File: src/rtl/pipeline_ctrl_pkg.sv
// rtl/pipeline_ctrl_pkg.sv - shared encodings, control bundle type and helpers
// for the D/X/W pipeline control unit.
package pipeline_ctrl_pkg;

  localparam logic [6:0] OP_LUI    = 7'b0110111;
  localparam logic [6:0] OP_AUIPC  = 7'b0010111;
  localparam logic [6:0] OP_JAL    = 7'b1101111;
  localparam logic [6:0] OP_JALR   = 7'b1100111;
  localparam logic [6:0] OP_BRANCH = 7'b1100011;
  localparam logic [6:0] OP_LOAD   = 7'b0000011;
  localparam logic [6:0] OP_STORE  = 7'b0100011;
  localparam logic [6:0] OP_IMM    = 7'b0010011;
  localparam logic [6:0] OP_OP     = 7'b0110011;
  localparam logic [6:0] OP_SYSTEM = 7'b1110011;

  localparam logic [3:0] ALU_ADD    = 4'd0;
  localparam logic [3:0] ALU_SUB    = 4'd1;
  localparam logic [3:0] ALU_SLL    = 4'd2;
  localparam logic [3:0] ALU_SLT    = 4'd3;
  localparam logic [3:0] ALU_SLTU   = 4'd4;
  localparam logic [3:0] ALU_XOR    = 4'd5;
  localparam logic [3:0] ALU_SRL    = 4'd6;
  localparam logic [3:0] ALU_SRA    = 4'd7;
  localparam logic [3:0] ALU_OR     = 4'd8;
  localparam logic [3:0] ALU_AND    = 4'd9;
  localparam logic [3:0] ALU_PASS_B = 4'd10;
  localparam logic [3:0] ALU_PASS_A = 4'd11;

  localparam logic [2:0] IMM_I = 3'd0;
  localparam logic [2:0] IMM_S = 3'd1;
  localparam logic [2:0] IMM_B = 3'd2;
  localparam logic [2:0] IMM_U = 3'd3;
  localparam logic [2:0] IMM_J = 3'd4;
  localparam logic [2:0] IMM_Z = 3'd5;

  localparam logic [1:0] WB_ALU = 2'b00;
  localparam logic [1:0] WB_MEM = 2'b01;
  localparam logic [1:0] WB_PC4 = 2'b10;
  localparam logic [1:0] WB_CSR = 2'b11;

  typedef struct packed {
    logic [3:0] alu_op;
    logic       a_sel;
    logic       b_sel;
    logic [2:0] imm_sel;
    logic       br;
    logic       jal;
    logic       jalr;
    logic       mem_rd;
    logic       mem_wr;
    logic [1:0] wb_sel;
    logic       reg_we;
    logic       csr_we;
    logic       valid;
    logic [4:0] rd;
    logic [4:0] rs1;
    logic [4:0] rs2;
  } ctrl_t;

  localparam int CTRL_W = $bits(ctrl_t);
  localparam ctrl_t CTRL_BUBBLE = '0;

  function automatic logic [3:0] alu_decode(input logic [2:0] funct3, input logic alt);
    logic [3:0] op;
    op = ALU_ADD;
    case (funct3)
      3'b000: op = alt ? ALU_SUB : ALU_ADD;
      3'b001: op = ALU_SLL;
      3'b010: op = ALU_SLT;
      3'b011: op = ALU_SLTU;
      3'b100: op = ALU_XOR;
      3'b101: op = alt ? ALU_SRA : ALU_SRL;
      3'b110: op = ALU_OR;
      3'b111: op = ALU_AND;
      default: op = ALU_ADD;
    endcase
    return op;
  endfunction

  function automatic logic src_hit(input logic [4:0] rs, input ctrl_t producer);
    return (rs != 5'd0) && producer.reg_we && (producer.rd == rs);
  endfunction

endpackage

File: src/rtl/pipeline_ctrl_decoder.sv
// rtl/pipeline_ctrl_decoder.sv - combinational RV32I decoder, instruction word
// to control bundle; unused register fields are zeroed so they never alias a hazard.
module inst_decoder
  import pipeline_ctrl_pkg::*;
(
  input  logic [31:0] inst,
  output ctrl_t       ctrl,
  output logic        illegal
);

  logic [6:0] opcode;
  logic [2:0] funct3;
  logic [6:0] funct7;

  assign opcode = inst[6:0];
  assign funct3 = inst[14:12];
  assign funct7 = inst[31:25];

  always_comb begin
    ctrl       = CTRL_BUBBLE;
    illegal    = 1'b0;
    ctrl.valid = 1'b1;
    ctrl.rd    = inst[11:7];
    ctrl.rs1   = inst[19:15];
    ctrl.rs2   = inst[24:20];
    case (opcode)
      OP_LUI: begin
        ctrl.rs1 = 5'd0; ctrl.rs2 = 5'd0;
        ctrl.alu_op = ALU_PASS_B; ctrl.b_sel = 1'b1; ctrl.imm_sel = IMM_U;
        ctrl.reg_we = 1'b1;
      end
      OP_AUIPC: begin
        ctrl.rs1 = 5'd0; ctrl.rs2 = 5'd0;
        ctrl.a_sel = 1'b1; ctrl.b_sel = 1'b1; ctrl.imm_sel = IMM_U;
        ctrl.reg_we = 1'b1;
      end
      OP_JAL: begin
        ctrl.rs1 = 5'd0; ctrl.rs2 = 5'd0;
        ctrl.a_sel = 1'b1; ctrl.b_sel = 1'b1; ctrl.imm_sel = IMM_J;
        ctrl.jal = 1'b1; ctrl.wb_sel = WB_PC4; ctrl.reg_we = 1'b1;
      end
      OP_JALR: begin
        ctrl.rs2 = 5'd0;
        ctrl.b_sel = 1'b1; ctrl.imm_sel = IMM_I;
        ctrl.jalr = 1'b1; ctrl.wb_sel = WB_PC4; ctrl.reg_we = 1'b1;
      end
      OP_BRANCH: begin
        ctrl.rd = 5'd0;
        ctrl.a_sel = 1'b1; ctrl.b_sel = 1'b1; ctrl.imm_sel = IMM_B;
        ctrl.br = 1'b1;
      end
      OP_LOAD: begin
        ctrl.rs2 = 5'd0;
        ctrl.b_sel = 1'b1; ctrl.imm_sel = IMM_I;
        ctrl.mem_rd = 1'b1; ctrl.wb_sel = WB_MEM; ctrl.reg_we = 1'b1;
      end
      OP_STORE: begin
        ctrl.rd = 5'd0;
        ctrl.b_sel = 1'b1; ctrl.imm_sel = IMM_S;
        ctrl.mem_wr = 1'b1;
      end
      OP_IMM: begin
        ctrl.rs2 = 5'd0;
        ctrl.b_sel = 1'b1; ctrl.imm_sel = IMM_I;
        ctrl.alu_op = alu_decode(funct3, (funct3 == 3'b101) && funct7[5]);
        ctrl.reg_we = 1'b1;
      end
      OP_OP: begin
        ctrl.alu_op = alu_decode(funct3, funct7[5]);
        ctrl.reg_we = 1'b1;
        illegal = (funct7 != 7'b0000000) && (funct7 != 7'b0100000);
      end
      OP_SYSTEM: begin
        ctrl.rs2 = 5'd0;
        ctrl.csr_we = 1'b1; ctrl.reg_we = 1'b1; ctrl.wb_sel = WB_CSR;
        if (funct3 == 3'b001) begin
          ctrl.alu_op = ALU_PASS_A;
        end else if (funct3 == 3'b101) begin
          // csrrwi carries zimm in the rs1 field, so it has no register source
          ctrl.rs1 = 5'd0;
          ctrl.alu_op = ALU_PASS_B; ctrl.b_sel = 1'b1; ctrl.imm_sel = IMM_Z;
        end else begin
          illegal = 1'b1;
        end
      end
      default: illegal = 1'b1;
    endcase
    if (illegal) ctrl = CTRL_BUBBLE;
  end

endmodule

File: src/rtl/pipeline_ctrl.sv
// rtl/pipeline_ctrl.sv - D/X/W pipeline control: decode, control pipeline
// registers, stall/flush/forward generation and performance counters.
module pipeline_ctrl
  import pipeline_ctrl_pkg::*;
#(
  parameter int XLEN   = 32,
  parameter int CNT_W  = 32,
  parameter bit FWD_EN = 1'b1
) (
  input  logic             clk,
  input  logic             rst_n,
  input  logic [XLEN-1:0]  inst_d,
  input  logic             inst_valid_d,
  input  logic             br_taken_x,
  input  logic             mem_ready,
  output ctrl_t            ctrl_x,
  output ctrl_t            ctrl_w,
  output logic             fwd_a_x,
  output logic             fwd_b_x,
  output logic             stall_d,
  output logic             flush_d,
  output logic             redirect,
  output logic             illegal,
  output logic [CNT_W-1:0] cycle_cnt,
  output logic [CNT_W-1:0] instret_cnt
);

  ctrl_t dec_ctrl;
  ctrl_t ctrl_x_next;
  logic  dec_illegal;
  logic  mem_freeze;
  logic  raw;

  inst_decoder u_dec (
    .inst    (inst_d[31:0]),
    .ctrl    (dec_ctrl),
    .illegal (dec_illegal)
  );

  assign mem_freeze = ctrl_w.valid & (ctrl_w.mem_rd | ctrl_w.mem_wr) & ~mem_ready;

  // A taken control transfer waits in X until any memory freeze releases.
  assign redirect = ~mem_freeze & ctrl_x.valid &
                    (ctrl_x.jal | ctrl_x.jalr | (ctrl_x.br & br_taken_x));
  assign flush_d  = redirect;

  generate
    if (FWD_EN) begin : g_fwd
      assign fwd_a_x = ctrl_w.reg_we & (ctrl_w.rd != 5'd0) & (ctrl_w.rd == ctrl_x.rs1);
      assign fwd_b_x = ctrl_w.reg_we & (ctrl_w.rd != 5'd0) & (ctrl_w.rd == ctrl_x.rs2);
      assign raw     = 1'b0;
    end else begin : g_stall
      assign fwd_a_x = 1'b0;
      assign fwd_b_x = 1'b0;
      assign raw     = inst_valid_d &
                       (src_hit(dec_ctrl.rs1, ctrl_x) | src_hit(dec_ctrl.rs2, ctrl_x) |
                        src_hit(dec_ctrl.rs1, ctrl_w) | src_hit(dec_ctrl.rs2, ctrl_w));
    end
  endgenerate

  assign stall_d     = mem_freeze | (raw & ~redirect);
  assign ctrl_x_next = (inst_valid_d & ~redirect & ~raw) ? dec_ctrl : CTRL_BUBBLE;

  always_ff @(posedge clk or negedge rst_n) begin
    if (!rst_n) begin
      ctrl_x      <= CTRL_BUBBLE;
      ctrl_w      <= CTRL_BUBBLE;
      illegal     <= 1'b0;
      cycle_cnt   <= '0;
      instret_cnt <= '0;
    end else begin
      cycle_cnt <= cycle_cnt + CNT_W'(1);
      if (!mem_freeze) begin
        ctrl_x <= ctrl_x_next;
        ctrl_w <= ctrl_x;
        if (ctrl_w.valid) instret_cnt <= instret_cnt + CNT_W'(1);
      end
      // Only an instruction that actually advances out of D may raise illegal.
      if (inst_valid_d & dec_illegal & ~mem_freeze & ~redirect) illegal <= 1'b1;
    end
  end

endmodule

File: config.mk
export PLATFORM = sky130hd
export DESIGN_NAME = pipeline_ctrl
export DESIGN_NICKNAME = d
export VERILOG_FILES = /design/src/rtl/pipeline_ctrl_pkg.sv /design/src/rtl/pipeline_ctrl_decoder.sv /design/src/rtl/pipeline_ctrl.sv
export SDC_FILE = /design/constraint.sdc
export NUM_CORES = 1
export LEC_CHECK = 0
export ABC_AREA = 1
export CORE_ASPECT_RATIO = 0.9
export CORE_UTILIZATION = 45
export DETAILED_ROUTE_END_ITERATION = 10
export PLACE_DENSITY = 0.74
export SYNTH_ARGS = -nofsm -noshare
export SYNTH_HDL_FRONTEND = slang
export SYNTH_SLANG_ARGS = --single-unit
File: constraint.sdc
create_clock -name clk -period 2.1 [get_ports clk]
set_clock_uncertainty 0.1 [all_clocks]
set_input_delay 0.63 -clock clk [delete_from_list [all_inputs] [get_ports clk]]
set_output_delay 0.63 -clock clk [all_outputs]
set_load 0.1 [all_outputs]
### Word level (Yosys, flattened, before mapping)

Index checks and enable logic that the tools add are counted.

* reduce and logical (&&, ||, !) cells: 15
* $add $sub $neg: 2
* multiplexer cells: 31
* equal/unequal tests: 20
* bitwise gates (word level): 18

Operators with widths (count)
* $mux W34: 2
* $add A32 B1 Y32 const B: 2
* $pmux W4 S8: 2
* $eq A7 B7 Y1 const B: 4
* $pmux W4 S6: 1
* $eq A7 B6 Y1 const B: 3
* $mux W5: 4
* $mux W4: 4
* $pmux W4 S4: 1
* $reduce_or A8 Y1: 2
* $eq A7 B5 Y1 const B: 2
* $mux W1: 14
* $and A1 B1 Y1: 12
* $eq A3 B3 Y1 const B: 4
* $eq A5 B5 Y1: 2
* $pmux W5 S2: 1
* $reduce_or A3 Y1: 3
* $eq A7 B2 Y1 const B: 1
* $ne A7 B6 Y1 const B: 1
* $reduce_bool A7 Y1: 1
* $reduce_or A7 Y1: 1
* $eq A3 B2 Y1 const B: 2
* $pmux W2 S3: 1
* $reduce_or A2 Y1: 3
* 8 further kinds: 13

* input bits: 37
* bits in registers: 133

### Depth between registers and ports, before layout

Gate-level depths: netlist (run 1).

* word-level depth: 9
* depth in mapped cells: 10
* gate-level depth less buffers: 10

### Modules after synthesis

A second synthesis (run 1) with hierarchy kept.

* cells, all modules: 893
* area, all modules: 6881.6 µm²

By module, submodules not included
* pipeline_ctrl: instances 1, cells each 746, seq. area each 3328.2 µm², area an instance 6236.0 µm²
* inst_decoder: instances 1, cells each 147, seq. area each 0.0 µm², area an instance 645.6 µm²

### Least setup slack after synthesis (run 1)

OpenSTA, ideal clock, no wires.

* path type: reg-to-output
* start: reg ctrl_w[11] (netlist bit)
* end: out fwd_b_x
* data required time: 1.370 ns
* buffers on the path: 0
* stages on the path, launching flop included: 5
* data arrival time: 4.201 ns
* slack: -2.831 ns
* path through: dfrtp_1 inv_1 nand2_1 nand4_1 nor4_1

* longest elaborated chain between the ends: 3
* elaborated cells on any way between the ends: 4
* those cells by class: 1 x eq/ne; 2 x bitwise; 1 x reduce/logical

Ends and longest elaborated chain
* from (decl): RTL line pipeline_ctrl.sv:17 `output ctrl_t ctrl_w,`
* from (signal assigned): RTL line pipeline_ctrl.sv:75 `ctrl_w <= ctrl_x;`
* $reduce_bool A5 Y1: RTL line pipeline_ctrl.sv:50 `assign fwd_b_x = ctrl_w.reg_we & (ctrl_w.rd != 5'd0) & (ctrl_w.rd == ctrl_x.rs2);`
* $and A1 B1 Y1: RTL line pipeline_ctrl.sv:50
* $and A1 B1 Y1 *: RTL line pipeline_ctrl.sv:50
* to (decl): RTL line pipeline_ctrl.sv:19 `output logic fwd_b_x,`

Every way passes the cells marked *; elsewhere a longest branch is shown, timed or not.

### Worst setup path after layout (run 1)

* start: reg ctrl_w[12] (netlist bit)
* end: out fwd_b_x

Same word-level chain as after synthesis.

==> metrics, run 1 <==
status finished, violations left; violated checks negative setup slack; power consumption roughly 7.2 mW; routed vias between 6000 and 7000; final std cells w/o fill approximately 1300; Worst-path clk slew 60 ps; die height roughly 120 um; DRC 0; Reg2Reg Depth 12; sw frac 0.2438; Cells after Synth 850; GRT Util Overall 0.2908; Max Fclk approximately 0.41 GHz; Relative slew margins 0.6431; worst-skew pair later-pin latency between 400 and 500 ps; row cnt 42; Mean Syn Cell Area around 8.1 sq um; Period Utilization, post-route 1.161; Antenna diodes 0; area leader, netlist dfrtp_1; CTS tree yes; initial antenna violation count 0; Routed Antenna Nets 0; final wirelength ~22 mm; ys flop type dfrtp_1; number of buffers created by CTS 17; Final HPWL DP 15.40 mm; number of clock sinks 133; Final Wtd Congestion ~0.97; asr flop ratio synth 1.000; Routed wire per std cell 16.54 um; CP required roughly 1400 ps; Final Max Tran Viols 0; sw power around 1.7 mW; vias per inst approximately 5.2; DIE WIDTH ~130 um; RSZ-0062 raised after global routing true; total grt overflow 0; multi-input gate area in the final layout between 0.003 and 0.004 sq mm; layout filler cell count roughly 940; crit path max fanout 4; Initial Util 0.4639; Syn Nets ~890; worst reg2reg endpoint instret_cnt[18]; layout cells sized above 1 0.3204; startpoint types register; worst setup margin -339.1 ps; Finish-stage setup viols 5; Cell Area, Placed roughly 0.011 sq mm; number of buffers on the longest clock path 2; final worst path period need about 2400 ps; Seq pwr share 0.375; FF-to-FF setup slack roughly 100 ps; final hold violations 0; min-delay worst type in2async; MaxCap Viol Count 0; pwr dens slightly above 600 mW/mm^2; Clock power frac 0.507; Leak 5.347 nW; CP arrival 1710 ps; Critical Path Sink Type primary output; yosys warns 0; Post-synth EDFFs 0; vias in the first global route between 6000 and 7000; CTS root buffer clkbuf_16; Setup CP Type reg2out; FF+latch area between 0.003 and 0.004 sq mm; post-synth top area share 0.4841; top cells by area, synth dfrtp_1, nand2_1, nor2_1; area growth from synthesis to layout 69.21%; largest net degree at the start of global routing 49; fin area between 0.01 and 0.015 sq mm; synth unique cells 36; first-pass GRT wire length roughly 35 mm; peak supply drop approximately 0.00069 V; Seq cells post-synth about 130; Comb pwr share 0.117; Post-Place Cells about 1300; Post-Syn Area 0.006875 sq mm; Core Region 0.01482 sq mm; I/O pin count 175; Initial DRC Count between 400 and 500; R2R Path Start ctrl_w[20]; Internal between 5 and 6 mW; share of the yosys chip area belonging to registers 0.4841; die area about 0.016 sq mm; worst slew pin tran approximately 530 ps; IO Port Bufs roughly 170; # H-tree levels 4; drt pass-1 iters 5; nets 1131
-- layer usage --
layer	vias to the layer above	track usage	wire (um)
met3	43	0.08685	1568
met2	273	0.4861	10710
met1	3259	0.3644	8856
met4	0	0.08477	419
li1	3170	-	-
met5	-	0	0
-- registers in the layout, indices dropped and copies added (netlist names) --
signal	count
instret_cnt	32
cycle_cnt	32
illegal	1
ctrl_x	34
ctrl_w	34
-- through the flow --
| stage | utilization | hold slack, ps | TNS (ps) | setup WS (ps) |
|---|---|---|---|---|
| after floorplan | - | 234.4 | -2042 | -611.2 |
| after global placement | 0.7255 | 414.4 | -13020 | -279.1 |
| after detailed placement | 0.7255 | 418.7 | -17070 | -338.1 |
| after CTS | 0.7813 | 1.930 | -1084 | -350.7 |
| after global routing | 0.7850 | 2.964 | -1389 | -406.5 |
| final | 0.7850 | 3.685 | -1030 | -339.1 |
-- cell type report --
| class | count | area share |
|---|---|---|
| timing repair buffer | 239 | 0.3167 |
| sequential | 133 | 0.2938 |
| multi-input combinational | 619 | 0.2788 |
| clock buffer | 19 | 0.03807 |
| inverter | 82 | 0.02753 |
| clock inverter | 13 | 0.02377 |
| tap | 198 | 0.02129 |
-- cells in the final DEF (no fill, tap or decap), drive strengths merged, types with 19 or more instances in the layout --
| cell type | instances |
|---|---|
| dfrtp | 133 |
| nand3 | 40 |
| xnor2 | 20 |
| nand2 | 297 |
| o21bai | 19 |
| clkbuf | 19 |
| inv | 81 |
| nor3 | 23 |
| clkdlybuf4s50 | 33 |
| buf | 204 |
| nor2 | 110 |
| o21ai | 33 |
| xor2 | 32 |
-- cells by family (layout without fill, tap and decap cells) --
logic type | Yosys count | after routing | share of synthesized area
AOI/OAI and AO/OA | 62 | 62 | 0.06643
xor gates and xnor gates | 52 | 52 | 0.06624
adders and majority gates | 2 | 2 | 0.003639
buffers and inverters | 98 | 353 | 0.05823
DFF | 133 | 133 | 0.4841
and+or+nand+nor | 503 | 503 | 0.3214
-- Yosys cell counts (all sizes together) (6+ instances only) --
master  number
nand2      297
dfrtp      133
nor2       110
inv         81
nand3       40
o21ai       33
xor2        32
nor3        23
xnor2       20
o21bai      19
nand4       14
nand3b      11
buf         10
clkbuf       6
-- how the worst max path moves through the flow --
stage | cells after the start | from | endpoint
6_report | 4 | ctrl_w[12] | fwd_b_x
5_1_grt | 4 | ctrl_w[12] | fwd_b_x
4_1_cts | 5 | ctrl_w[11] | fwd_b_x
3_5_place_dp | 11 | mem_ready | instret_cnt[18]
3_3_place_gp | 6 | br_taken_x | redirect
2_1_floorplan | 4 | ctrl_w[13] | fwd_b_x
-- power groups by stage --
stage,clock [mW],combinational [mW],sequential [mW]
after floorplan,0,0.145,3.01
after global placement,0,0.828,2.74
after detailed placement,0,0.837,2.74
after CTS,3.69,0.846,2.70
after global routing,3.80,0.886,2.70
final,3.64,0.843,2.69
-- worst max-delay path, cell delays in order (launching register included) --
cell and delay (ps):
dfrtp_4 510, nand2_2 70, nand4_1 150, nor4_4 350
buf_12 220
-- what timing repair did --
| action | in CTS | in global routing |
|---|---|---|
| pin swaps | 9 | 4 |
| setup buffers | 11 | 3 |
| resized for setup | 10 | 8 |
| endpoints found under the hold margin | 0 | 0 |
| setup endpoints to repair | 6 | 12 |
| hold buffers | 0 | 0 |
Note: power is estimated with default switching activity, not from simulation.
==> run 2, diff against run 1 <==
Settings changed: PLACE_DENSITY 0.74 to not set, PLACE_DENSITY_LB_ADDON set to 0.08, SLEW_MARGIN set to 30.
==> run 2 against run 1 <==
- the run still ends with negative setup slack left
- first-iteration DRC count rose by 11%
- fmax fell by 0.56%
- core utilization fell by 0.15 points
- clock power fell by 12%
- via count fell by 1.7%
- final cell count rose by 0.61%
- critical path type unchanged
- largest cell class unchanged
==> metrics, run 2 (synthesized netlist as in run 1, its figures left out) <==
status finished, violations left; violated checks negative setup slack; total grt overflow 0 (unchanged); vias in the first global route 6650 (-2.8%); Routed Antenna Nets 0 (unchanged); Final HPWL DP 14.90 mm (-3.3%); GRT Util Overall 0.2662 (-0.02459); R2R Path Start ctrl_w[20]; final std cells w/o fill 1311 (+0.61%); CP startpoint ctrl_w[14]; pwr dens 580.3 mW/mm^2 (-5.9%); I/O pin count 175 (unchanged); Worst-path clk slew 60 ps (about the same); pre-CTS WS -312.8 ps (+25.27 ps); commonest non-fill, non-tap cell in the layout nand2_1; Finish-stage setup viols 5 (unchanged); Max Fclk 0.4077 GHz (-0.56%); power consumption 6.738 mW (-6.1%); Final Max Tran Viols 0 (unchanged); nets 1139 (+0.71%); DRC 0 (unchanged); Period Utilization, post-route 1.168 (+0.006502); crit path max fanout 4 (unchanged); number of buffers created by CTS 17 (unchanged); largest registers ctrl_w: 34 flops, ctrl_x: 34 flops; Leak 5.342 nW (about the same); Routed wire per std cell 15.47 um (-6.5%); CTS root buffer clkbuf_16; Initial Util 0.4639 (unchanged); vias per inst 5.059 (-2.3%); MaxCap Viol Count 0 (unchanged); Post-Place Cells 1259 (+0.16%); Antenna diodes 0 (unchanged); IO Port Bufs 174 (unchanged); routed vias 6633 (-1.7%); worst setup margin -352.7 ps (-13.66 ps); initial antenna violation count 0 (unchanged); Final Wtd Congestion 0.9037 (-6.4%); number of buffers on the longest clock path 2 (unchanged); CTS tree yes; min-delay worst type in2async; fin area 0.01161 sq mm (-0.19%); DIE WIDTH 132.3 um (unchanged); Relative slew margins 0.6680 (+0.02491); final hold violations 0 (unchanged); final worst path period need 2453 ps (+13.65 ps); largest net degree at the start of global routing 44 (-10%); worst-skew pair later-pin latency 430 ps (about the same); Core Region 0.01482 sq mm (unchanged); first-pass GRT wire length 32.94 mm (-6.9%); drt pass-1 iters 5 (unchanged); CP arrival 1720 ps (about the same); startpoint types register; layout cells sized above 1 0.3270 (+0.006682); peak supply drop 0.0007115 V (+3.0%); Setup CP Type reg2out; RSZ-0062 raised after global routing true; Cell Area, Placed 0.01075 sq mm (about the same); Critical Path Sink Type primary output; final wirelength 20.28 mm (-5.9%); worst slew pin tran 494.2 ps (-37.08 ps); die area 0.01578 sq mm (unchanged); area growth from synthesis to layout 68.88%; die height 119.3 um (unchanged); # H-tree levels 4 (unchanged); most frequent cells in the layout nand2_1, buf_12, nor2_1; row cnt 42 (unchanged); CP required 1370 ps (about the same); number of clock sinks 133 (unchanged); Initial DRC Count 527 (+11%)
[run 2: layer usage]
metal	GRT usage	vias to the layer above	share of wire
li1	-	3179	-
met1	0.3401	3155	0.43
met2	0.4382	257	0.48
met3	0.06897	42	0.067
met4	0.09411	0	0.021
met5	0	-	0
[run 2: path summary, 6_finish.rpt]
path,to,slack [ps],cells past startpoint
hold reg to reg,instret_cnt[15],430,1
hold / removal,ctrl_w[31],30,1
setup reg to reg,instret_cnt[20],190,12
max in group asynchronous,instret_cnt[13],1260,2
min in group clk,instret_cnt[15],430,1
setup / recovery,fwd_b_x,-350,3
[run 2: metrics by stage]
step           utilization  hold WS (ps)  TNS [ps]
3_3_place_gp        0.7257         409.3    -11440
2_1_floorplan            -         234.4     -2042
6_report            0.7835         28.29     -1069
5_1_grt             0.7835         64.00     -1239
4_1_cts             0.7783         46.76     -1058
3_5_place_dp        0.7257         419.8    -13450
[run 2: area by class of cell]
cell class              instances  area, sq um
repair buffers                247         3745
flip-flops and latches        133         3418
multi-input cells             619         3246
fillers                       961         3208
clock buffers                  18        429.2
inverters                      82        322.8
well taps                     198        247.7
clock inverters                14        202.7
[run 2: where the power goes]
part / switching [mW] / internal, mW / total, mW
clock: 1.19 / 2.00 / 3.19
combinational: 0.535 / 0.320 / 0.855
sequential: 0.0768 / 2.61 / 2.69
[run 2: what timing repair did]
item                                    4_1_cts  5_1_grt
endpoints found under the setup margin        5        7
hold buffers                                  0        0
setup buffers                                16        4
resized for setup                            10       10
pin swaps                                    12        5
[run 2: critical path, stage by stage, from the launching register on]
cell and delay, ps:
dfrtp_4 530, xor2_1 200, nor4_4 340, buf_12 220
